### src/rtl/mult_pkg.sv
// mult_pkg: shared FSM states and widths for the sequential multiplier.
package mult_pkg;
  localparam int WIDTH = 8;
  localparam int CNT_W = $clog2(WIDTH);
  localparam int PROD_W = 2*WIDTH;
  typedef enum logic [1:0] {IDLE, RUN, DONE} state_t;
endpackage

### src/rtl/add8_stage.sv
// add8_stage: combinational ripple-carry adder with carry-in tied low.
module add8_stage #(
  parameter int WIDTH = 8
) (
  input  logic [WIDTH-1:0] a_i,
  input  logic [WIDTH-1:0] b_i,
  output logic [WIDTH-1:0] sum_o,
  output logic             co_o
);
  logic [WIDTH:0] c;
  assign c[0] = 1'b0;
  for (genvar i = 0; i < WIDTH; i++) begin : g_bit
    assign sum_o[i] = a_i[i] ^ b_i[i] ^ c[i];
    assign c[i+1]   = (a_i[i] & b_i[i]) | (c[i] & (a_i[i] ^ b_i[i]));
  end
  assign co_o = c[WIDTH];
endmodule

### src/rtl/seq_mult8.sv
// seq_mult8: shift-and-add unsigned multiplier, one partial product per clock.
// Build with MULT_ZERO_SKIP_EN to finish immediately when either operand is zero.
module seq_mult8
  import mult_pkg::*;
#(
  parameter int WIDTH = 8
) (
  input  logic               clk,
  input  logic               rst,
  input  logic               start,
  input  logic [WIDTH-1:0]   A,
  input  logic [WIDTH-1:0]   B,
  output logic               busy,
  output logic               done,
  output logic [2*WIDTH-1:0] P
);
  state_t state_q, state_d;
  logic [WIDTH-1:0] m_q, m_d, acc_q, acc_d, q_q, q_d, addend, sum;
  logic [CNT_W-1:0] cnt_q, cnt_d;
  logic [2*WIDTH-1:0] p_q, p_d;
  logic co, accept, run, last, skip;
`ifdef MULT_ZERO_SKIP_EN
  assign skip = (A == '0) || (B == '0);
`else
  assign skip = 1'b0;
`endif
  assign addend = q_q[0] ? m_q : '0;
  add8_stage #(.WIDTH(WIDTH)) u_add (
    .a_i  (acc_q),
    .b_i  (addend),
    .sum_o(sum),
    .co_o (co)
  );
  always_ff @(posedge clk) begin
    if (rst) begin
      state_q <= IDLE;
      m_q     <= '0;
      acc_q   <= '0;
      q_q     <= '0;
      cnt_q   <= '0;
      p_q     <= '0;
    end else begin
      state_q <= state_d;
      m_q     <= m_d;
      acc_q   <= acc_d;
      q_q     <= q_d;
      cnt_q   <= cnt_d;
      p_q     <= p_d;
    end
  end
  // start is honoured in IDLE and DONE alike, which gives back-to-back operation
  always_comb begin
    run     = state_q == RUN;
    accept  = start && !run;
    last    = run && cnt_q == CNT_W'(WIDTH-1);
    state_d = accept ? (skip ? DONE : RUN) : last ? DONE : run ? RUN : IDLE;
    m_d     = accept ? A : m_q;
    acc_d   = accept ? '0 : run ? {co, sum[WIDTH-1:1]} : acc_q;
    q_d     = accept ? B : run ? {sum[0], q_q[WIDTH-1:1]} : q_q;
    cnt_d   = accept ? '0 : run ? cnt_q + 1'b1 : cnt_q;
    p_d     = (accept && skip) ? '0 : last ? {co, sum, q_q[WIDTH-1:1]} : p_q;
  end
  always_comb begin
    busy = state_q == RUN;
    done = state_q == DONE;
  end
  assign P = p_q;
endmodule

### config.mk
export PLATFORM = sky130hd
export DESIGN_NAME = seq_mult8
export DESIGN_NICKNAME = d
export VERILOG_FILES = /design/src/rtl/mult_pkg.sv /design/src/rtl/add8_stage.sv /design/src/rtl/seq_mult8.sv
export SDC_FILE = /design/constraint.sdc
export NUM_CORES = 1
export LEC_CHECK = 0
export CAP_MARGIN = 20
export CORE_ASPECT_RATIO = 2
export CORE_UTILIZATION = 55
export DETAILED_ROUTE_END_ITERATION = 8
export PLACE_DENSITY = 0.86
export SLEW_MARGIN = 20
export SYNTH_ARGS = -nofsm -noshare
export SYNTH_HDL_FRONTEND = slang
export SYNTH_SLANG_ARGS = --single-unit
### constraint.sdc
create_clock -name clk -period 11.1 [get_ports clk]
set_input_delay 2.22 -clock clk [delete_from_list [all_inputs] [get_ports clk]]
set_output_delay 2.22 -clock clk [all_outputs]
set_load 0.01 [all_outputs]
==> run_results.csv <==
group,metric,value,unit
yosys,ys_types,31,
floorplan,coreArea,3341,um^2
floorplan,ios,37,
drt,drt_pass1_iterations,6,
layout,fin_area,2325,um^2
layout,final_cells,254,
drt,vias,1482,
run_status,violations,"DRC",
drt,routed_wl,3885,um
sta,rsz0062_at_grt,"no",
run_status,status,"complete, but fails checks",
setup_path,crit_chain,"nand2b_4, inv_8, clkdlybuf4s50_1",
yosys,ys.warnings.count,0,
floorplan,die_h,85.41,um
drt,drtIter0Drc,66,
yosys,synth_area_per_cell,9.964,um^2
sta,final_hold_viol_count,0,
job,maxCapViolCount,0,
setup_path,crit_slowest_cell,"clkdlybuf4s50_1",
layout,antenna_cells,0,
sta,slew_headroom,48.67,%
floorplan,rows,30,
yosys,synth_seq_cells,45,
clock_network,clk_pin_slew,0.08,ns
setup_path,critical_path.top_delay_family,"buffers and inverters",
setup_path,worstPathArrival,1.73,ns
grt,antenna_found_initial,0,
floorplan,die_x,43.71,um
layout,final_core_util,69.59,%
yosys,syn-cell-area,1913,um^2
clock_network,clockRootBuffer,"clkbuf_8",
setup_path,cpPeakStageDelay,0.58,ns
drt,ant_nets,0,
setup_path,startpoint_type,"register",
grt,grt_use_total,23.79,%
yosys,synth.most_common_cell,"dfxtp_1",
sta,whs,0.4693,ns
setup_path,critical_path.max_fanout,33,
sta,period_share,35.59,%
setup_path,critPathCaptureType,"output port",
yosys,synth_top_area_share,47.09,%
place,dpl.cell_count,246,
clock_network,cts_resized,0,
setup_path,path_buf_inv,2,
pwr,p_leak,0.9061,nW
yosys,yosysSeqAreaShare,47.09,%
sta,tightest_slew,0.7675,ns
clock_network,h-tree-depth,2,
layout,area_growth_syn_to_layout,21.52,%
place,gp_congestion,0.7536,
yosys,synth_edf_count,0,
place,placed_cell_area,2208,um^2
clock_network,cts_hold_buf,0,
sta,finalSetupViolCount,0,
clock_network,cts_setup_buffers,0,
clock_network,cts_tree,"done",
floorplan,start_util,57.27,%
sta,period_needed,3.951,ns
yosys,synth_flop_cell,"dfxtp_1",
sta,fin_setup_tns,0,ns
yosys,yosys-top-cells-count,"dfxtp_1 (45), nand2_1 (24), a21oi_1 (23)",
drt,drc_errors,2,
layout,fillers,254,
clock_network,clock_latency,0.29,ns
yosys,synth_cells,192,
yosys,yosysTopAreaCell,"dfxtp_1",
clock_network,clk_path_buf_depth,2,
sta,slew_viol_final,0,
sta,fmax,253.1,MHz
worst_hold_path,hp-class,"reg -> reg",
yosys,synth.area.top_cells,"dfxtp_1 (47%), fa_1 (7.3%), a21oi_1 (6.0%), a22o_1 (5.5%), nand2_1 (4.7%)",
drt,drt-vias-per-instance,5.835,
clock_network,cts_buffers,5,
place,dp_hpwl,2690,um
layout,multi_input_area,867.1,um^2
layout,nets,250,
drt,routedWlPerCell,15.30,um
pwr,power_density,141.3,nW/um^2
place,port_buffers,36,
setup_path,crit_type,"reg -> out",
grt,grt_max_degree,34,
grt,grt_pass1_wl,6568,um
layout,register_area,900.9,um^2
setup_path,cp.required,8.88,ns
layout,drive_gt1_share,7.207,%
pwr,peakVddDrop,0.0001476,V
sta,finClkSkew,0.005316,ns
clock_network,clock-sinks,45,
grt,grt_pass1_vias,1428,
yosys,synth_nets,221,
grt,grt_overflow,0,
yosys,async_flop_share,0,%
floorplan,design.die.area,3733,um^2
-- path summary, 6_finish.rpt --
check	slack, ns	cells past startpoint	start	endpoint
setup / recovery	7.15	3	state_q[1]	busy
hold / removal	0.47	2	cnt_q[1]	cnt_q[1]
setup reg to reg	7.25	13	q_q[0]	acc_q[6]
hold reg to reg	0.47	2	cnt_q[1]	cnt_q[1]
-- final cells by class --
type / count / share of cell area (%)
Sequential cell: 45 / 38.75
Inverter: 8 / 1.722
Multi-Input combinational cell: 125 / 37.30
Timing Repair Buffer: 36 / 15.50
Clock buffer: 7 / 3.714
Tap cell: 32 / 1.722
Clock inverter: 1 / 1.292
-- cell usage in the layout, fill, tap and decap left out, types with 2 or more instances in the layout --
master           count
ha_1                 3
clkbuf_8             6
a22o_1              12
o21ai_0              8
dfxtp_1             45
and2_1               6
a21oi_1             23
a211oi_1             9
nand3_1              8
clkdlybuf4s50_1     36
a211oi_2             2
fa_1                 7
inv_1                5
o2bb2ai_1            3
nor2_1              12
nand2_1             24
-- where the power goes --
group | switching, W | internal (W) | leakage, nW | total [W]
sequential | 0.00000441 | 0.000167 | 0.366 | 0.000171
clock | 0.0000538 | 0.0000734 | 0.0585 | 0.000127
combinational | 0.0000168 | 0.0000131 | 0.481 | 0.0000299
-- layer usage --
metal,part of all wire [%],global-route usage (%),up-vias
met3,3.4,3.830,12
met1,40,29.15,703
met4,3.7,14.49,0
li1,-,-,720
met2,53,37.86,47
met5,0,0,-
-- worst reg2reg max path, delay by kind of cell (launching register included) --
kind	cells	cell delay [ns]
AOI/OAI and AO/OA	1	0.21
and+or+nand+nor	1	0.20
adders and majority gates	8	2.78
buffers and inverters	3	0.19
DFF	1	0.40
-- flip-flops by register name, summed over array words and instances, names as in the netlist --
signal	flops
P	16
state_q	2
cnt_q	3
acc_q	8
m_q	8
q_q	8
-- metrics by stage --
stage | power (W) | worst slack, ns
after detailed placement | 0.0002047 | 7.143
after CTS | 0.0003306 | 7.132
after floorplan | 0.0001955 | 7.599
final | 0.0003284 | 7.149
after global placement | 0.0002037 | 7.168
after global routing | 0.0003400 | 7.065
-- logic make-up (layout without fill, tap and decap cells) --
kind of cell / count (synthesis) / after routing / synth area share (%)
adder cells (fa/ha/maj): 10 / 10 / 9.287
XOR/XNOR: 1 / 1 / 0.4579
AND/OR/NAND/NOR: 53 / 53 / 13.21
AO/OA/AOI/OAI: 61 / 61 / 22.37
buffers and inverters: 22 / 52 / 7.586
flip-flops: 45 / 45 / 47.09
Power figures use the tool's default switching activity.
